<file path="config.mk">
export PLATFORM = sky130hd
export DESIGN_NAME = hazard_stall_ctrl
export DESIGN_NICKNAME = d
export VERILOG_FILES = /design/src/rtl/hazard_stall_ctrl.sv
export SDC_FILE = /design/constraint.sdc
export NUM_CORES = 1
export LEC_CHECK = 0
export ABC_CLOCK_PERIOD_IN_PS = 3600
export CAP_MARGIN = 5
export CORE_UTILIZATION = 64
export CTS_BUF_LIST = sky130_fd_sc_hd__clkbuf_8
export CTS_CLUSTER_SIZE = 14
export DETAILED_ROUTE_END_ITERATION = 10
export DONT_BUFFER_PORTS = 1
export PLACE_DENSITY = 0.88
export SKIP_CTS_REPAIR_TIMING = 1
export SLEW_MARGIN = 30
export SYNTH_ARGS = -nofsm -noshare
export SYNTH_HDL_FRONTEND = slang
export SYNTH_SLANG_ARGS = --single-unit
</file>
<file path="constraint.sdc">
create_clock -name clock -period 3.6 [get_ports clock]
set_clock_uncertainty 0.2 [all_clocks]
set_input_delay 0.36 -clock clock [delete_from_list [all_inputs] [get_ports clock]]
set_output_delay 0.36 -clock clock [all_outputs]
set_load 0.05 [all_outputs]
</file>
<file path="src/rtl/hazard_stall_ctrl.sv">
// -----------------------------------------------------------------------------
// hazard_stall_ctrl
// Hazard and sequencing controller for the 5-stage MIPS pipeline.
// Resolves three events each cycle and drives the pipeline-register enables:
//   - control transfer resolved in EX  -> flush IF/ID and ID/EX
//   - multi-cycle mult/div in EX       -> freeze PC, IF/ID, ID/EX; bubble EX/MEM
//   - load-use dependency              -> hold PC and IF/ID, bubble ID/EX
// Also keeps two saturating performance counters (stall cycles, flushes).
//
// Ports:
//   clock, reset            rising-edge clock, synchronous active-high reset
//   id_rs, id_rt            source register fields of the instruction in ID
//   id_uses_rs, id_uses_rt  ID instruction actually reads rs / rt
//   ex_MemRead, ex_rt       EX instruction is a load, and its destination
//   ex_redirect             taken branch / jump resolved in EX
//   ex_muldiv_start         EX holds a mult/div (high while it stays in EX)
//   pc_write, if_id_write, id_ex_write   load enables
//   if_id_flush, id_ex_flush, ex_mem_bubble   clears / bubble insertion
//   md_done                 pulse on the mult/div's final EX cycle
//   stall_count             cycles with pc_write low (saturating)
//   flush_count             honoured redirects (saturating)
// -----------------------------------------------------------------------------
module hazard_stall_ctrl #(
    parameter int unsigned MULDIV_LAT = 8,
    parameter int unsigned CNT_W      = 32
) (
    input  logic             clock,
    input  logic             reset,
    input  logic [4:0]       id_rs,
    input  logic [4:0]       id_rt,
    input  logic             id_uses_rs,
    input  logic             id_uses_rt,
    input  logic             ex_MemRead,
    input  logic [4:0]       ex_rt,
    input  logic             ex_redirect,
    input  logic             ex_muldiv_start,
    output logic             pc_write,
    output logic             if_id_write,
    output logic             if_id_flush,
    output logic             id_ex_write,
    output logic             id_ex_flush,
    output logic             ex_mem_bubble,
    output logic             md_done,
    output logic [CNT_W-1:0] stall_count,
    output logic [CNT_W-1:0] flush_count
);

    typedef enum logic [0:0] {
        ST_RUN     = 1'b0,
        ST_MD_BUSY = 1'b1
    } state_e;

    // The start cycle is already a freeze cycle, so the busy countdown covers
    // the remaining MULDIV_LAT-2 freeze cycles and ends on the done cycle.
    localparam logic [4:0]       MD_INIT  = 5'(MULDIV_LAT - 2);
    localparam logic [CNT_W-1:0] CNT_MAX  = {CNT_W{1'b1}};
    localparam logic [CNT_W-1:0] CNT_ONE  = {{(CNT_W-1){1'b0}}, 1'b1};

    state_e           state_q, state_d;
    logic [4:0]       cnt_q, cnt_d;
    logic [CNT_W-1:0] stall_count_q, stall_count_d;
    logic [CNT_W-1:0] flush_count_q, flush_count_d;
    logic             load_use_s;
    logic             flush_hit_s;

    // Load-use: the loaded register (never $zero) is read by the ID instruction.
    assign load_use_s = ex_MemRead && (ex_rt != 5'd0) &&
                        ((id_uses_rs && (id_rs == ex_rt)) ||
                         (id_uses_rt && (id_rt == ex_rt)));

    // Control outputs and FSM next state; reset forces defaults.
    always_comb begin
        pc_write      = 1'b1;
        if_id_write   = 1'b1;
        if_id_flush   = 1'b0;
        id_ex_write   = 1'b1;
        id_ex_flush   = 1'b0;
        ex_mem_bubble = 1'b0;
        md_done       = 1'b0;
        flush_hit_s   = 1'b0;
        state_d       = state_q;
        cnt_d         = cnt_q;
        if (reset) begin
            state_d = ST_RUN;
            cnt_d   = 5'd0;
        end else begin
            case (state_q)
                ST_RUN: begin
                    if (ex_redirect) begin
                        if_id_flush = 1'b1;
                        id_ex_flush = 1'b1;
                        flush_hit_s = 1'b1;
                    end else if (ex_muldiv_start) begin
                        pc_write      = 1'b0;
                        if_id_write   = 1'b0;
                        id_ex_write   = 1'b0;
                        ex_mem_bubble = 1'b1;
                        state_d       = ST_MD_BUSY;
                        cnt_d         = MD_INIT;
                    end else if (load_use_s) begin
                        pc_write    = 1'b0;
                        if_id_write = 1'b0;
                        id_ex_flush = 1'b1;
                    end else begin
                        state_d = ST_RUN;
                    end
                end
                ST_MD_BUSY: begin
                    // All other events are ignored while the unit owns EX.
                    if (cnt_q != 5'd0) begin
                        pc_write      = 1'b0;
                        if_id_write   = 1'b0;
                        id_ex_write   = 1'b0;
                        ex_mem_bubble = 1'b1;
                        cnt_d         = cnt_q - 5'd1;
                    end else begin
                        md_done = 1'b1;
                        state_d = ST_RUN;
                    end
                end
                default: begin
                    state_d = ST_RUN;
                    cnt_d   = 5'd0;
                end
            endcase
        end
    end

    // Saturating performance counter next values.
    always_comb begin
        stall_count_d = stall_count_q;
        flush_count_d = flush_count_q;
        if (!reset && !pc_write && (stall_count_q != CNT_MAX)) begin
            stall_count_d = stall_count_q + CNT_ONE;
        end else begin
            stall_count_d = stall_count_q;
        end
        if (flush_hit_s && (flush_count_q != CNT_MAX)) begin
            flush_count_d = flush_count_q + CNT_ONE;
        end else begin
            flush_count_d = flush_count_q;
        end
    end

    // State, countdown and counter registers.
    always_ff @(posedge clock) begin
        if (reset) begin
            state_q       <= ST_RUN;
            cnt_q         <= 5'd0;
            stall_count_q <= {CNT_W{1'b0}};
            flush_count_q <= {CNT_W{1'b0}};
        end else begin
            state_q       <= state_d;
            cnt_q         <= cnt_d;
            stall_count_q <= stall_count_d;
            flush_count_q <= flush_count_d;
        end
    end

    assign stall_count = stall_count_q;
    assign flush_count = flush_count_q;

endmodule

</file>
==> summary.txt, run 1 <==
Status
  • Status: complete, no violations

Clocking
  • Clock root cell: clkbuf_8
  • Clk Latency, worst-skew pair: 0.35 ns
  • Max Root-Sink Buffers: 2
  • H-tree lvl count: 3
  • CTS tree: built
  • Clock Pin Slew Worst Setup and Hold Paths: 0.07 ns
  • CTS Sinks: 70
  • CTS Buf Count: 9

Synth
  • Register area share after synthesis: 37.1%
  • Top cell type's share of synthesized area: 37.1%
  • Synth Register Bits: 70
  • Avg Synthesized Cell Area: 8.31 um^2
  • Most frequent cell after synthesis: dfxtp_1
  • Yosys warns: 0
  • EDFF count, synth: 0
  • Mapped Area: 3770 um^2
  • Ranking of synthesized cells by area: dfxtp_1 (37%), xor2_1 (7.4%), nand4_1 (4.6%)
  • Synth top cells by count: dfxtp_1 (70), nor2_1 (44), xor2_1 (32)
  • Fraction of registers with async set or reset after synthesis: 0%
  • Syn nets: 480
  • Post-Syn Instances: 454
  • Top_reg_cell synth: dfxtp_1
  • Netlist cell types: 51
  • Area leader, netlist: dfxtp_1

Finish
  • Layout area overhead: 13.0%
  • Final core area utilization: 76.0%
  • Combined area of the multi-input logic cells: 2190 um^2
  • Ratio of cells with drive above 1 in the final layout: 13.5%
  • Nets: 501
  • Filler cells: 418
  • Final Instance Area: 4260 um^2
  • Register area: 1400 um^2
  • Antenna Cells: 0
  • Final cell count without fillers: 552

Route
  • Starting DRT DRC Count: 285
  • Max layer used: met4
  • DRT Wirelength: 9.40 mm
  • DR pass1 iterations: 5
  • Met2 WL post-DR: 4.55 mm
  • M1 WL: 3.89 mm
  • Metal3 WL: 750 um
  • Detail Route Antenna Nets: 0
  • Via Count: 3655
  • Drt wl/cell: 17.0 um
  • Vias/cell: 6.62
  • Drt drc: 0

Hold path
  • Worst hold endpoint: flush_count[27]$_SDFFE_PP0P_
  • Worst hold path type: in -> reg
  • Hold depth: 2
  • Worst Hold Launch: reset

Timing
  • Final worst-path cycle share: 91.4%
  • Hold Slack: 0.0612 ns
  • Final Hold Viols: 0
  • Max-slew violations: 0
  • Min Tclk post-route: 3.29 ns
  • Tightest Pin Transition: 0.879 ns
  • Slew HR: 41.2%
  • Fmax: 304 MHz
  • RSZ-0062 raised after global routing: no
  • Setup-failing EPs final: 0
  • Total negative slack: 0 ns

Die
  • Die Y: 78.8 um
  • Initial core utilization: 67.3%
  • Die W: 78.8 um
  • Rows: 27
  • Die ar.: 6210 um^2
  • # IOs: 93
  • Core area: 5610 um^2

Placement
  • Placed Cells: 535
  • Placement Cell Area: 4010 um^2
  • Hpwl dp: 6.22 mm
  • Global placement routability congestion: 0.839
  • Input/output buffers: 0

Worst setup path
  • CP arrival: 2.73 ns
  • Worst setup SP type: flip-flop
  • Internal reg-to-reg setup slack: 0.54 ns
  • R2R Path Start: cnt_q[0]$_SDFFE_PP0P_
  • Worst reg2reg path depth: 8
  • WP data required: 3.04 ns
  • Kind of critical path: reg -> out
  • Worst Setup End Kind: output port
  • Maximum fanout along the worst path: 56
  • Reg2reg end: stall_count[18]$_SDFFE_PP0P_

GRT
  • Initial antenna violation count: 0
  • GRT Residual Overflow: 0
  • Total track usage: 29.9%
  • Largest net degree at the start of global routing: 66
  • Vias in the first global route: 3371
  • First-pass GRT wire length: 14.9 mm

Power
  • Clock share of power: 44.9%
  • Sw frac: 23.3%
  • P_int: 0.00127 W
  • NetSw: 0.000387 W
  • Peak supply drop: 0.253 mV
  • Combinational Power Share: 7.4%
  • Leakage power: 1.51 nW
  • Pwr dens: 390 nW/um^2
  • Sequential share of power: 47.7%

Job
  • # Max-Cap Violations: 0
flip-flops by register name, indices dropped and copies added (netlist names):
| name | count |
|---|---|
| flush_count | 32 |
| stall_count | 32 |
| cnt_q | 5 |
| state_q | 1 |
layout by cell type, fill, tap and decap left out, drive strengths merged, types with 2 or more instances in the layout:
cell / netlist / final
dfxtp: 70 / 70
nor2: 45 / 45
buf: 8 / 37
xor2: 32 / 32
nand2: 30 / 30
a21oi: 29 / 29
nand3: 29 / 29
nand4: 28 / 28
or4: 23 / 23
o31ai: 18 / 18
inv: 15 / 18
and3: 15 / 15
and4: 11 / 11
clkbuf: 19 / 9
nor3: 9 / 9
nor4: 8 / 8
xnor2: 6 / 6
o21ai: 6 / 6
o311ai: 6 / 6
o41ai: 5 / 5
and2: 5 / 5
nand4b: 4 / 4
ha: 4 / 4
or3: 4 / 4
a31o: 3 / 3
bufinv: 0 / 3
a32oi: 2 / 2
o211ai: 2 / 2
o31a: 2 / 2
nor2b: 2 / 2
mux2: 2 / 2
metrics by stage:
stage / worst slack, ns / total power (W)
floorplan: 0.719 / 0.000912
global placement: 0.673 / 0.000916
detailed placement: 0.593 / 0.000919
global route: 0.149 / 0.00172
finish: 0.310 / 0.00166
CTS: 0.335 / 0.00165
routing by layer:
layer / vias up / GRT usage (%)
met1: 1706 / 33.9
met4: 0 / 12.8
met3: 29 / 10.1
li1: 1742 / -
met5: - / 0
met2: 178 / 50.8
worst max-delay path by stage:
| stage | slack [ns] | depth (start not counted) | from | endpoint |
|---|---|---|---|---|
| floorplan | 0.72 | 7 | stall_count[0]$_SDFFE_PP0P_ | stall_count[31]$_SDFFE_PP0P_ |
| global placement | 0.67 | 8 | cnt_q[0]$_SDFFE_PP0P_ | stall_count[30]$_SDFFE_PP0P_ |
| detailed placement | 0.59 | 8 | cnt_q[0]$_SDFFE_PP0P_ | stall_count[30]$_SDFFE_PP0P_ |
| CTS | 0.33 | 7 | cnt_q[0]$_SDFFE_PP0P_ | pc_write |
| global route | 0.15 | 7 | cnt_q[0]$_SDFFE_PP0P_ | if_id_write |
| finish | 0.31 | 7 | cnt_q[0]$_SDFFE_PP0P_ | if_id_write |
power by group through the flow:
stage | clock network [W] | logic [W] | registers (W)
floorplan | 0 | 0.0000943 | 0.000818
global placement | 0 | 0.000106 | 0.000810
detailed placement | 0 | 0.000109 | 0.000810
CTS | 0.000752 | 0.000109 | 0.000792
global route | 0.000788 | 0.000135 | 0.000793
finish | 0.000746 | 0.000123 | 0.000793
cells by family (layout without fill, tap and decap cells):
kind of cell               count (synthesis)  in the layout  share of synthesized area [%]
AOI/OAI and AO/OA                         78             78                           14.1
xor gates and xnor gates                  38             38                           8.82
adders and majority gates                  4              4                           1.33
buffers and inverters                     42             68                           5.14
DFF                                       70             70                           37.1
muxes                                      3              3                          0.862
and+or+nand+nor                          219            219                           32.6
area by class of cell:
class / count / area share, %
timing repair buffer: 37 / 6.98
clock inverter: 7 / 2.49
clock buffer: 9 / 2.90
multi-input combinational: 342 / 51.3
sequential: 70 / 32.9
tap: 72 / 2.11
inverter: 15 / 1.32
critical path, stage by stage, from the launching register on:
cell,delay [ns]
dfxtp_1,0.37
inv_1,0.10
ha_1,0.21
and4b_4,0.19
or3_4,0.48
a21boi_4,0.30
inv_2,0.36
buf_4,0.37
No activity file was read; power rests on OpenSTA's default activity.
==> inputs of run 2 (changes only) <==
--- a/config.mk
+++ b/config.mk
@@ -5,6 +5,7 @@
 export SDC_FILE = /design/constraint.sdc
 export NUM_CORES = 1
 export LEC_CHECK = 0
+export ABC_AREA = 1
 export ABC_CLOCK_PERIOD_IN_PS = 3600
 export CAP_MARGIN = 5
 export CORE_UTILIZATION = 64
==> run 2 against run 1 <==
Net effect: die area up 24%; wire length up 40%; flip-flop and latch count unchanged; largest cell class unchanged.
==> summary.txt, run 2 <==
Worst setup path
  • Worst Setup End Kind: flip-flop
  • Maximum fanout along the worst path: 37 (-34%)
  • Worst reg2reg path depth: 11 (+3)
  • Worst path max stage delay: 0.71 ns (+0.23 ns)
  • CP max-delay cell: dfxtp_1
  • Critical Path, Cell by Cell: nand2_1 -> nor2_2 -> nand3_2 -> nor2_2 -> nand2_1 -> nand2_4 -> inv_2 -> nand2_1 -> nand2_1 -> nand2_1 -> nor2_1
  • CP Launch Point: flush_count[3]$_SDFFE_PP0P_
  • Setup crit end: flush_count[20]$_SDFFE_PP0P_
  • Worst setup SP type: flip-flop
  • R2R Path Start: flush_count[3]$_SDFFE_PP0P_
  • Kind of critical path: reg -> reg
  • Internal reg-to-reg setup slack: 0.86 ns (+0.32 ns)
  • CP most frequent cell: nand2_1
  • WP data required: 3.64 ns (+0.60 ns)
  • Reg2reg end: flush_count[20]$_SDFFE_PP0P_
  • CP arrival: 2.79 ns (+0.06 ns)

Die
  • Initial core utilization: 67.9% (+0.60 points)
  • Die ar.: 7710 um^2 (+24%)
  • Rows: 30 (+11%)
  • Die Y: 87.8 um (+11%)
  • Die W: 87.8 um (+11%)
  • Core area: 6940 um^2 (+24%)
  • # IOs: 93 (unchanged)

Power
  • Clock share of power: 43.2% (-1.7 points)
  • NetSw: 0.000460 W (+19%)
  • Peak supply drop: 0.229 mV (-9.3%)
  • Pwr dens: 319 nW/um^2 (-18%)
  • P_int: 0.00125 W (-1.6%)
  • Sw frac: 26.8% (+3.5 points)
  • Sequential share of power: 46.6% (-1.1 points)
  • Leakage power: 2.05 nW (+36%)
  • Combinational Power Share: 10.2% (+2.8 points)

Synth
  • Syn nets: 775 (+61%)
  • EDFF count, synth: 0 (unchanged)
  • Ranking of synthesized cells by area: dfxtp_1 (30%), nand2_1 (20%), nor2_1 (8.4%)
  • Fraction of registers with async set or reset after synthesis: 0% (unchanged)
  • Yosys warns: 0 (unchanged)
  • Avg Synthesized Cell Area: 6.29 um^2 (-24%)
  • Most frequent cell after synthesis: nand2_1
  • Register area share after synthesis: 29.7% (-7.4 points)
  • Post-Syn Instances: 749 (+65%)
  • Netlist cell types: 32 (-37%)
  • Synth Register Bits: 70 (unchanged)
  • Synth top cells by count: nand2_1 (251), nor2_1 (105), dfxtp_1 (70)
  • Mapped Area: 4710 um^2 (+25%)
  • Area leader, netlist: dfxtp_1
  • Top cell type's share of synthesized area: 29.7% (-7.4 points)
  • Top_reg_cell synth: dfxtp_1

Route
  • Detail Route Antenna Nets: 0 (unchanged)
  • DRT Wirelength: 13.2 mm (+40%)
  • Vias/cell: 5.86 (-11%)
  • DR pass1 iterations: 6 (+1)
  • Drt wl/cell: 14.8 um (-13%)
  • Drt drc: 0 (unchanged)
  • Via Count: 5229 (+43%)
  • Starting DRT DRC Count: 467 (+64%)

Timing
  • RSZ-0062 raised after global routing: no
  • Total negative slack: 0 ns (unchanged)
  • Max-slew violations: 0 (unchanged)
  • Min Tclk post-route: 2.74 ns (-0.546 ns)
  • Final Hold Viols: 0 (unchanged)
  • Slew HR: 40.1% (-1.1 points)
  • Final worst-path cycle share: 76.2% (-15 points)
  • Tightest Pin Transition: 0.898 ns (+0.0189 ns)
  • Fmax: 364 MHz (+20%)
  • Setup-failing EPs final: 0 (unchanged)

Status
  • Status: complete, no violations

Placement
  • Global placement routability congestion: 0.954 (+14%)
  • Hpwl dp: 9.35 mm (+50%)
  • Input/output buffers: 0 (unchanged)

Clocking
  • Clock root cell: clkbuf_8
  • Clk Latency, worst-skew pair: 0.35 ns (about the same)
  • CTS Buf Count: 9 (unchanged)
  • H-tree lvl count: 3 (unchanged)
  • CTS tree: built
  • Clock Pin Slew Worst Setup and Hold Paths: 0.08 ns (about the same)
  • CTS Sinks: 70 (unchanged)
  • Max Root-Sink Buffers: 2 (unchanged)

Hold path
  • Hold depth: 2 (unchanged)
  • Worst hold path type: in -> reg

GRT
  • Total track usage: 35.1% (+5.2 points)
  • Initial antenna violation count: 0 (unchanged)
  • First-pass GRT wire length: 21.6 mm (+45%)
  • Largest net degree at the start of global routing: 60 (-9.1%)
  • Vias in the first global route: 4924 (+46%)
  • GRT Residual Overflow: 0 (unchanged)

Finish
  • Most common cell after layout, fill and taps aside: nand2_1
  • Commonest cells after routing, fill and taps aside: nand2_1 (251), nor2_1 (105), dfxtp_1 (70)
  • Layout area overhead: 13.8%
  • Final core area utilization: 77.2% (+1.2 points)
  • Ratio of cells with drive above 1 in the final layout: 17.1% (+3.5 points)
  • Antenna Cells: 0 (unchanged)
  • Nets: 817 (+63%)

Job
  • # Max-Cap Violations: 0 (unchanged)
-- run 2: cells by family (layout without fill, tap and decap cells) --
logic type,count (synthesis),in the layout,share of synthesized area (%)
adders and majority gates,4,4,1.06
and+or+nand+nor,491,491,46.7
DFF,70,70,29.7
xor gates and xnor gates,31,31,5.76
AOI/OAI and AO/OA,68,68,8.92
buffers and inverters,85,132,7.83
-- run 2: how the worst min path moves through the flow --
| stage | slack, ns | end | startpoint |
|---|---|---|---|
| 3_3_place_gp | 0.24 | stall_count[29]$_SDFFE_PP0P_ | reset |
| 6_report | 0.08 | state_q$_DFF_P_ | reset |
| 5_1_grt | 0.09 | state_q$_DFF_P_ | reset |
| 4_1_cts | -0.14 | stall_count[20]$_SDFFE_PP0P_ | reset |
| 3_5_place_dp | 0.24 | stall_count[29]$_SDFFE_PP0P_ | reset |
| 2_1_floorplan | 0.22 | cnt_q[0]$_SDFFE_PP0P_ | cnt_q[0]$_SDFFE_PP0P_ |
-- run 2: per-stage QoR --
step	instance area, um^2	setup slack, ns	total power [W]	hold WS [ns]	std cells
floorplan	4710	1.09	0.000957	0.222	749
global placement	5100	0.961	0.000965	0.235	875
detailed placement	5100	0.897	0.000972	0.235	875
CTS	5340	0.883	0.00169	-0.138	891
global route	5360	0.653	0.00177	0.0926	892
finish	5360	0.856	0.00171	0.0806	892
-- run 2: power by group through the flow --
stage               combinational (W)  clock (W)  sequential, W
floorplan                    0.000137          0       0.000820
global placement             0.000150          0       0.000815
detailed placement           0.000156          0       0.000816
CTS                          0.000157   0.000740       0.000798
global route                 0.000190   0.000779       0.000800
finish                       0.000175   0.000740       0.000798
-- run 2: layer usage --
| layer | track usage (%) | routed length, um | vias up |
|---|---|---|---|
| met5 | 0 | 0 | - |
| met4 | 16.8 | 420 | 0 |
| met3 | 8.86 | 1470 | 48 |
| met2 | 61.0 | 6290 | 330 |
| met1 | 40.1 | 5020 | 2353 |
| li1 | - | - | 2498 |
-- run 2: cell type report --
type                            instances  area [um^2]
Fill cell                             524         1580
Inverter                               60          225
Timing Repair Buffer                   56          440
Tap cell                               96          120
Sequential cell                        70         1400
Multi-Input combinational cell        594         2940
Clock inverter                          5         81.3
Clock buffer                           11          151
-- run 2: critical path, delay by kind of cell (launching register included) --
kind / cells / cell delay (ns)
and+or+nand+nor: 10 / 1.43
buffers and inverters: 1 / 0.28
DFF: 1 / 0.71
==> inputs of run 3 (changes only) <==
--- a/config.mk
+++ b/config.mk
@@ -5,8 +5,8 @@
 export SDC_FILE = /design/constraint.sdc
 export NUM_CORES = 1
 export LEC_CHECK = 0
-export ABC_AREA = 1
-export ABC_CLOCK_PERIOD_IN_PS = 3600
+export ABC_AREA = 0
+export ABC_CLOCK_PERIOD_IN_PS = 2550
 export CAP_MARGIN = 5
 export CORE_UTILIZATION = 64
 export CTS_BUF_LIST = sky130_fd_sc_hd__clkbuf_8
==> constraint.sdc (replaced) <==
create_clock -name clock -period 2.55 [get_ports clock]
set_clock_uncertainty 0.2 [all_clocks]
set_input_delay 0.255 -clock clock [delete_from_list [all_inputs] [get_ports clock]]
set_output_delay 0.255 -clock clock [all_outputs]
set_load 0.05 [all_outputs]
==> run 3 against run 2 <==
Net effect: the flow now finishes with violations (negative setup slack); sequential share of layout area rose by 3.5 points; die area shrank 20%; clock power rose by 36%; sequential power up 40%; worst hold slack got worse by 0.054 ns; critical path depth decreased by 3; flip-flop and latch count did not move; largest power group unchanged.
==> summary.txt, run 3 (same netlist as run 1, synthesis figures left out) <==
Die
  • Die W: 78.8 um (-10%)
  • Rows: 27 (-10%)
  • Die Y: 78.8 um (-10%)
  • Die ar.: 6210 um^2 (-20%)
  • Core area: 5610 um^2 (-19%)
  • # IOs: 93 (unchanged)
  • Initial core utilization: 67.3% (-0.60 points)

Finish
  • Final Instance Area: 4810 um^2 (-10%)
  • Commonest cells after routing, fill and taps aside: buf_4 (85), dfxtp_1 (53), nor2_1 (44)
  • Layout area overhead: 27.6%
  • Nets: 554 (-32%)
  • Ratio of cells with drive above 1 in the final layout: 28.5% (+11 points)
  • Antenna Cells: 0 (unchanged)
  • Most common cell after layout, fill and taps aside: buf_4

Timing
  • Tightest Pin Transition: 0.495 ns (-0.403 ns)
  • Slew HR: 66.8% (+27 points)
  • Final worst-path cycle share: 102% (+26 points)
  • Setup-failing EPs final: 2 (+2)
  • RSZ-0062 raised after global routing: yes
  • Fmax: 383 MHz (+5.2%)
  • Setup ws final: -0.0576 ns (-0.914 ns)
  • Min Tclk post-route: 2.61 ns (-0.136 ns)
  • Max-slew violations: 0 (unchanged)
  • Final Hold Viols: 0 (unchanged)

Placement
  • Global placement routability congestion: 0.852 (-11%)
  • Placement Cell Area: 4430 um^2 (-13%)
  • Input/output buffers: 0 (unchanged)
  • Hpwl dp: 7.35 mm (-21%)

Clocking
  • H-tree lvl count: 3 (unchanged)
  • CTS tree: built
  • CTS Buf Count: 9 (unchanged)
  • Clock Pin Slew Worst Setup and Hold Paths: 0.08 ns (about the same)
  • Max Root-Sink Buffers: 2 (unchanged)
  • CTS Sinks: 70 (unchanged)
  • Clock root cell: clkbuf_8
  • Clk Latency, worst-skew pair: 0.35 ns (about the same)

Route
  • Starting DRT DRC Count: 398 (-15%)
  • M1 WL: 4.42 mm (-12%)
  • Drt wl/cell: 20.4 um (+38%)
  • DR pass1 iterations: 6 (unchanged)
  • Via Count: 4249 (-19%)
  • Metal3 WL: 1.23 mm (-16%)
  • Max layer used: met4
  • DRT Wirelength: 12.4 mm (-6.4%)
  • Drt drc: 0 (unchanged)
  • Met2 WL post-DR: 6.13 mm (-2.5%)
  • Detail Route Antenna Nets: 0 (unchanged)
  • Vias/cell: 7.02 (+20%)

Worst setup path
  • CP arrival: 2.67 ns (-0.12 ns)
  • Kind of critical path: reg -> reg
  • Maximum fanout along the worst path: 25 (-32%)
  • WP data required: 2.61 ns (-1.03 ns)
  • Worst setup SP type: flip-flop
  • Worst Setup End Kind: flip-flop

GRT
  • GRT Residual Overflow: 0 (unchanged)
  • Vias in the first global route: 3885 (-21%)
  • Total track usage: 35.0% (-0.061 points)
  • First-pass GRT wire length: 17.0 mm (-21%)
  • Largest net degree at the start of global routing: 66 (+10%)
  • Initial antenna violation count: 0 (unchanged)

Power
  • Leakage power: 1.83 nW (-11%)
  • Peak supply drop: 0.344 mV (+50%)
  • Design Power: 0.00235 W (+37%)
  • Pwr dens: 488 nW/um^2 (+53%)

Job
  • # Max-Cap Violations: 0 (unchanged)

Status
  • Status: finished with violations
  • Failing checks: negative setup slack

Hold path
  • Worst hold path type: in -> reg
## run 3: cell count changes in the layout (fill, tap and decap cells not counted), moves of 16 or more
| cell | before | now |
|---|---|---|
| nor2_1 | 105 | 44 |
| buf_4 | 55 | 85 |
| inv_1 | 53 | 11 |
| nand2_1 | 251 | 30 |
| nand2_2 | 20 | 0 |
| dfxtp_2 | 0 | 16 |
| or4_1 | 0 | 19 |
| dfxtp_1 | 70 | 53 |
| o31ai_1 | 0 | 18 |
## run 3: metrics by stage
step	std cells	hold WS [ns]	setup TNS, ns	util, %	worst slack (ns)
after floorplan	454	0.253	-0.0732	-	-0.0419
after global placement	583	0.122	0	79.0	0.144
after detailed placement	583	0.128	0	79.0	0.0510
after CTS	599	-0.245	-0.158	83.0	-0.0793
after global routing	605	0.0299	-0.711	85.8	-0.329
final	605	0.0262	-0.0704	85.8	-0.0576
## run 3: power by group
part / total (W) / internal (W) / switching (W)
combinational: 0.000223 / 0.0000800 / 0.000143
sequential: 0.00112 / 0.00111 / 0.0000132
clock: 0.00101 / 0.000574 / 0.000434
total: 0.00235 / 0.00176 / 0.000590
## run 3: layout make-up
type	count	area, um^2
clock inverters	6	85.1
multi-input cells	342	2250
fillers	307	795
repair buffers	90	758
well taps	72	90.1
inverters	15	65.1
clock buffers	10	138
flip-flops and latches	70	1430
## run 3: path summary, 6_finish.rpt
check                                   start                            to  slack (ns)  cells past startpoint
setup / recovery        cnt_q[2]$_SDFFE_PP0P_  stall_count[20]$_SDFFE_PP0P_       -0.06                      8
hold / removal                          reset   flush_count[4]$_SDFFE_PP0P_        0.03                      4
setup reg to reg        cnt_q[2]$_SDFFE_PP0P_  stall_count[20]$_SDFFE_PP0P_       -0.06                      8
hold reg to reg   stall_count[3]$_SDFFE_PP0P_   stall_count[3]$_SDFFE_PP0P_        0.31                      1
## run 3: critical path: stages (launching register included)
cell and delay, ns:
dfxtp_1 0.44, nor2_2 0.10, and4b_4 0.23, or3_4 0.40, a21boi_4 0.19, inv_4 0.07, buf_12 0.15, or4b_1 0.52
a21oi_1 0.22
## run 3: metal layers
| metal | up-vias | track usage (%) |
|---|---|---|
| met1 | 1999 | 37.0 |
| met5 | - | 0 |
| li1 | 1853 | - |
| met3 | 75 | 9.77 |
| met2 | 322 | 63.5 |
| met4 | 0 | 17.0 |
